**src/rtl/stream_demux_pkg.sv**
```systemverilog
// Shared types and constants for the stream_demux slice.
package stream_demux_pkg;

   typedef enum logic {
      SLOT_EMPTY = 1'b0,
      SLOT_FULL  = 1'b1
   } slot_state_e;

   localparam int ERR_CNT_W = 16;

   // Ceiling log2; returns 0 for values <= 1, callers clamp as needed.
   function automatic int clog2(input int value);
      int result;
      result = 0;
      while ((1 << result) < value) result++;
      return result;
   endfunction

endpackage

```
**src/rtl/stream_demux_slot.sv**
```systemverilog
// Single-entry holding slot for one demux output channel.
module stream_demux_slot
   import stream_demux_pkg::*;
#(
   parameter int DATA_W = 8
) (
   input  logic              clk,
   input  logic              rst_n,
   input  logic              load,
   input  logic [DATA_W-1:0] load_data,
   input  logic              drain,
   output logic              state,
   output logic [DATA_W-1:0] data
);

   slot_state_e st;

   assign state = st;

   // A load while FULL only happens when the old beat drains on the same edge.
   always_ff @(posedge clk or negedge rst_n) begin
      if (!rst_n) begin
         st   <= SLOT_EMPTY;
         data <= '0;
      end else begin
         case (st)
            SLOT_EMPTY: begin
               if (load) begin
                  st   <= SLOT_FULL;
                  data <= load_data;
               end
            end
            SLOT_FULL: begin
               if (load) begin
                  data <= load_data;
               end else if (drain) begin
                  st <= SLOT_EMPTY;
               end
            end
            default: st <= SLOT_EMPTY;
         endcase
      end
   end

endmodule

```
**src/rtl/stream_demux.sv**
```systemverilog
// One-to-N stream demux with a single-entry slot per channel.
// Optional feature macro: STREAM_DEMUX_ERR_EN (drop out-of-range beats and count them).
module stream_demux
   import stream_demux_pkg::*;
#(
   parameter  int DATA_W = 8,
   parameter  int N_CH   = 8,
   localparam int SEL_W  = (clog2(N_CH) < 1) ? 1 : clog2(N_CH)
) (
   input  logic                   clk,
   input  logic                   rst_n,
   input  logic                   in_valid,
   output logic                   in_ready,
   input  logic [SEL_W-1:0]       in_sel,
   input  logic [DATA_W-1:0]      in_data,
   output logic [N_CH-1:0]        out_valid,
   input  logic [N_CH-1:0]        out_ready,
   output logic [N_CH*DATA_W-1:0] out_data
`ifdef STREAM_DEMUX_ERR_EN
   ,
   output logic                   err_pulse,
   output logic [ERR_CNT_W-1:0]   err_cnt
`endif
);

   // Valid/ready: a beat moves on a rising edge where both are high; in_ready
   // never looks at in_valid, and a FULL slot stays put until its ready is high.
   logic            sel_hit;
   logic            sel_open;
   logic [N_CH-1:0] slot_state;

   always_comb begin
      sel_hit  = 1'b0;
      sel_open = 1'b0;
      for (int k = 0; k < N_CH; k++) begin
         if (in_sel == SEL_W'(k)) begin
            sel_hit  = 1'b1;
            sel_open = !out_valid[k] || out_ready[k];
         end
      end
   end

`ifdef STREAM_DEMUX_ERR_EN
   assign in_ready = !sel_hit || sel_open;
`else
   assign in_ready = sel_hit && sel_open;
`endif

   for (genvar k = 0; k < N_CH; k++) begin : g_slot
      stream_demux_slot #(
         .DATA_W(DATA_W)
      ) u_slot (
         .clk      (clk),
         .rst_n    (rst_n),
         .load     (in_valid && in_ready && (in_sel == SEL_W'(k))),
         .load_data(in_data),
         .drain    (out_ready[k]),
         .state    (slot_state[k]),
         .data     (out_data[k*DATA_W +: DATA_W])
      );
      assign out_valid[k] = (slot_state[k] == SLOT_FULL);
   end

`ifdef STREAM_DEMUX_ERR_EN
   logic drop;

   assign drop = in_valid && !sel_hit;

   always_ff @(posedge clk or negedge rst_n) begin
      if (!rst_n) begin
         err_pulse <= 1'b0;
         err_cnt   <= '0;
      end else begin
         err_pulse <= drop;
         if (drop && (err_cnt != '1)) err_cnt <= err_cnt + ERR_CNT_W'(1);
      end
   end
`endif

endmodule

```
**config.mk**
```make
export PLATFORM = sky130hd
export DESIGN_NAME = stream_demux
export DESIGN_NICKNAME = d
export VERILOG_FILES = /design/src/rtl/stream_demux_pkg.sv /design/src/rtl/stream_demux_slot.sv /design/src/rtl/stream_demux.sv
export SDC_FILE = /design/constraint.sdc
export NUM_CORES = 1
export LEC_CHECK = 0
export CORE_MARGIN = 4
export CORE_UTILIZATION = 35
export CTS_CLUSTER_SIZE = 40
export DETAILED_ROUTE_END_ITERATION = 12
export GPL_TIMING_DRIVEN = 0
export PLACE_DENSITY = 0.65
export REMOVE_ABC_BUFFERS = 1
export SETUP_SLACK_MARGIN = 0.3
export SLEW_MARGIN = 30
export SYNTH_ARGS = -nofsm -noshare
export SYNTH_HDL_FRONTEND = slang
export SYNTH_SLANG_ARGS = --single-unit
```
**constraint.sdc**
```tcl
create_clock -name clk -period 1.6 [get_ports clk]
set_clock_uncertainty 0.05 [all_clocks]
set_input_delay 0.24 -clock clk [delete_from_list [all_inputs] [get_ports clk]]
set_output_delay 0.24 -clock clk [all_outputs]
set_load 0.005 [all_outputs]
```
Word-level counts from Yosys, hierarchy flattened
Cells that the tools add are included.
{ "word_totals": {"out_inout_bits": 73, "reg_bits": 72} }
{ "classes": {"bitwise_logic": 8, "n_eq_ne": 7, "n_mux": 56, "n_reduce_logical": 27} }
{ "op_table": {"columns": ["op", "count"], "rows": [
  ["2-to-1 mux 8 bit", 8],
  ["2-to-1 mux 1 bit", 40],
  ["case mux 1 bit (2 select lines)", 8],
  ["equality test 3 bit, second input constant", 4],
  ["logical AND 1 bit", 10],
  ["zero test 1 bit", 8],
  ["logical OR 1 bit", 8],
  ["NOT 1 bit", 8],
  ["equality test 3 x 2 -> 1 bit, second input constant", 2],
  ["equality test 3 x 1 -> 1 bit, second input constant", 1],
  ["zero test 3 bit", 1]
]} }

Longest topological paths before layout
{ "logic_depth": {"ltp_word": 15, "ltp_mapped": 4, "depth_no_buf": 3} }

Hierarchy
A second synthesis with hierarchy kept.
{ "hier_totals": {"hier_cells": 192, "area_unflattened_um2": 3170.5} }
{ "by_module_without_submodules": {"columns": ["mod", "n_inst", "cells_each", "area_per_inst_um2", "seq_area_each_um2"], "rows": [
  ["stream_demux_slot", 8, 20, 369.1, 225.2],
  ["stream_demux", 1, 32, 217.7, 0.0]
]} }

Least setup slack after synthesis
Ideal clock, no wire load.
{ "synth_path": {"path_kind": "input -> register", "from": "input in_sel[0]", "to": "register g_slot[6].u_slot.data[0]", "arrival_ns": 1.311, "stages": 4, "t_required_ns": 1.425, "n_path_buf": 1, "setup_ns": 0.125, "path_slack_ns": 0.114, "cell_sequence": "buf_2 > nand2b_1 > nor3b_4 > mux2_2"} }
{ "synth_between": {"elab_chain_cells": 12, "word_cells_on_any_way": 27, "cone_classes": "eq/ne: 7; mux: 16; reduce/logical: 4"} }
{ "synth_rtl": {"columns": ["item", "line_no", "rtl"], "rows": [
  ["from (decl)", "stream_demux.sv:14", "input logic [SEL_W-1:0] in_sel,"],
  ["zero test 3 bit", "stream_demux.sv:36", "if (in_sel == SEL_W'(k)) begin"],
  ["2-to-1 mux 1 bit (8 in series)", "stream_demux.sv:36", null],
  ["logical AND 1 bit", "stream_demux.sv:46", "assign in_ready = sel_hit && sel_open;"],
  ["logical AND 1 bit", "stream_demux.sv:55", ".load (in_valid && in_ready && (in_sel == SEL_W'(k))),"],
  ["logical AND 1 bit *", "stream_demux.sv:55", null],
  ["to (signal assigned)", "stream_demux_slot.sv:30", "data <= load_data;"],
  ["to (signal assigned)", "stream_demux_slot.sv:35", "data <= load_data;"],
  ["to (decl)", "stream_demux_slot.sv:13", "output logic [DATA_W-1:0] data"]
]} }
Mark *: on every way between the ends. The rest lies on a longest branch, timed or not.
A chain may end at the register's enable or synchronous reset.

Final worst setup path
{ "layout_path": {"from": "input in_sel[1]", "to": "output in_ready"} }
{ "layout_between": {"elab_chain_cells": 10, "word_cells_on_any_way": 25, "cone_classes": "eq/ne: 7; mux: 16; reduce/logical: 2"} }
{ "layout_rtl": {"columns": ["item", "line_no", "rtl"], "rows": [
  ["zero test 3 bit", "stream_demux.sv:36", null],
  ["2-to-1 mux 1 bit (8 in series)", "stream_demux.sv:36", null],
  ["logical AND 1 bit *", "stream_demux.sv:46", null],
  ["to (decl)", "stream_demux.sv:13", "output logic in_ready,"]
]} }
Marks and branches as above.

==> impl_metrics.toml <==
[run_status]
status = "finished with violations"
failed_checks = "setup timing"

[placement]
dp_hpwl_um = 4705
place_inst = 375
io_buffers = 94
gp_congestion = 0.6985

[worst_setup_path]
path_class = "input port to output pin"
required_ns = 1.31
r2r_start = "g_slot[4].u_slot.state"
endpoint_kind = "output pin"
reg2reg_to = "g_slot[4].u_slot.data[6]"
arrival_ns = 1.38
crit_path_end = "in_ready"
r2r_slack_ns = 0.17
ff2ff_path_depth = 4
critPathLaunch = "in_sel[1]"
worstPathMaxFanout = 8
cp-start-kind = "input port"

[floorplan]
die_y_um = 99.13
start_util = 0.3685
core_sq_um = 7888
die_area_sq_um = 9827
rows = 32
io_pins = 95
die_x_um = 99.13

[logic_synthesis]
synthesis.area_sq_um = 2907
yosys-top-cells-area = "dfrtp_1 62%, mux2_2 25%, buf_4 2.1%"
yosys_warnings = 0
synthCells = 187
yosysTopAreaCell = "dfrtp_1"
synth_area_per_cell_sq_um = 15.54
ys_ff_latch = 72
ys_types = 28
ys_seq_area_frac = 0.6199
synth_top_area_frac = 0.6199

[sta]
rsz0062_at_grt = "true"
fin_ws_ns = -0.07408
tightest_slew_ns = 0.5503
hold_viol_final = 0
clock.fmax_mhz = 597.3
period_minus_slack_ns = 1.674
min_period_over_period = 1.046
holdWs_ns = 0.3006
report.final.slew_viol_count = 0
slew_headroom = 0.6318
setup_violations = 1

[drt]
post-route-drc-count = 0
first_pass_iters = 4
routedWlPerCell_um = 18.14
via_count = 2022
via_per_inst = 4.769
ant_nets = 0
first_iter_violations = 37
drt_wl_total_um = 7693

[cells_and_area]
antenna-diode-count = 0
final_cells = 424
final_cell_mix = "72 x dfrtp_1, 56 x clkdlybuf4s15_1, 40 x mux2_4, 26 x buf_4, 24 x mux2_2"
drive_gt1_frac = 0.4472
area.growth.synth_to_final_pct = 61.43
nets = 340
final_common_cell = "dfrtp_1"

[clock_tree]
cts_buffer_depth = 2
clock_latency_ns = 0.33
cts-root-buf = "clkbuf_8"
numCtsBuffers = 9
cts_tree = "yes"
clkSinkCount = 72
clk_pin_slew_ns = 0.07
htree_levels = 3

[power_and_ir_drop]
power.leakage_nw = 2.168
worst_ir_drop_vdd_mv = 0.7637
p_per_area_nw_per_um2 = 1177

[global_route]
grt_pass1_wl_um = 11850
grt_max_degree = 40
antenna_found_initial = 0
first_global_vias = 2137
grt_use_total = 0.1579
grt_overflow = 0

[run]
maxCapViolCount = 0

[min_path]
min_path_type = "input port to flop"
registers in the layout, summed over array words and instances (netlist names):
signal               count
g_slot.u_slot.data      64
g_slot.u_slot.state      8
per-layer routing:
layer	track usage	routed length, um	vias up
met3	0.04769	580	5
met5	0	0	-
met1	0.2108	3453	1025
met4	0.05987	36	0
li1	-	-	929
met2	0.2428	3623	63
where the power goes:
part | internal, mW | total (mW) | switching, mW | leakage (nW)
clock | 0.912 | 1.58 | 0.667 | 0.108
combinational | 1.06 | 1.55 | 0.482 | 1.18
sequential | 2.19 | 2.40 | 0.201 | 0.876
total | 4.17 | 5.52 | 1.35 | 2.17
logic make-up after synthesis:
group / count (synthesis) / share of synthesized area
AO/OA/AOI/OAI: 7 / 0.01593
flip-flops: 72 / 0.6199
buffers and inverters: 10 / 0.02367
multiplexers: 64 / 0.2480
AND/OR/NAND/NOR: 34 / 0.09256
repair_timing:
| item | in CTS | in global routing |
|---|---|---|
| setup endpoints to repair | 142 | 108 |
| pin swaps | 7 | 0 |
| setup buffers | 15 | 17 |
| hold buffers | 1 | 0 |
| cloned | 1 | 0 |
| endpoints found under the hold margin | 33 | 0 |
| gates resized for setup | 163 | 59 |
layout make-up:
class | count | area (sq um)
Sequential cell | 72 | 1802
Clock inverter | 5 | 81.33
Multi-Input combinational cell | 106 | 1305
Timing Repair Buffer | 128 | 1235
Clock buffer | 10 | 137.6
Fill cell | 638 | 3196
Tap cell | 102 | 127.6
Inverter | 1 | 3.754
worst max-delay path, cell delays in order:
cell and delay, ns:
clkdlybuf4s15_2 0.30, and2b_2 0.29, a311oi_2 0.28, o2bb2ai_1 0.14
buf_2 0.13
synth_stat cells:
library cell and count:
nor3b_1 1, a311oi_1 1, nor3b_4 3, buf_2 1, nand3b_1 1, o21ai_0 3
dfrtp_1 72, a21oi_1 1, mux2_2 64, nand4b_1 1, nor2_1 1, nand2b_1 8
nand3b_2 1, nor4b_1 1, buf_4 8, nand2_1 5, and3b_1 1, or3b_2 1
or2_2 1, nor2_2 1, o221ai_1 1, o2bb2ai_1 1, inv_1 1, nand3_2 2
nand4_2 1, nand2_2 1, nor2b_1 2, and2b_1 2
through the flow:
stage	util	setup WS, ns	power (mW)	instance area, sq um	TNS (ns)
after detailed placement	0.4979	-0.8029	3.808	3928	-37.66
final	0.5949	-0.07408	5.522	4692	-0.07408
after floorplan	-	0.1628	2.817	2841	0
after global placement	0.4957	-2.275	3.774	3910	-200.15
after CTS	0.5633	-0.09251	5.362	4443	-0.09251
after global routing	0.5949	-0.1458	5.822	4692	-0.1468
how the worst min path moves through the flow:
stage,startpoint,to,slack [ns],depth (start not counted)
finish,in_sel[2],g_slot[7].u_slot.state,0.30,3
global route,in_sel[2],g_slot[7].u_slot.state,0.30,3
CTS,rst_n,g_slot[2].u_slot.state,0.34,2
detailed placement,rst_n,g_slot[2].u_slot.state,0.17,1
global placement,g_slot[0].u_slot.data[6],g_slot[0].u_slot.data[6],0.44,1
floorplan,rst_n,g_slot[0].u_slot.data[0],-0.11,0
Note: power is estimated with default switching activity, not from simulation.
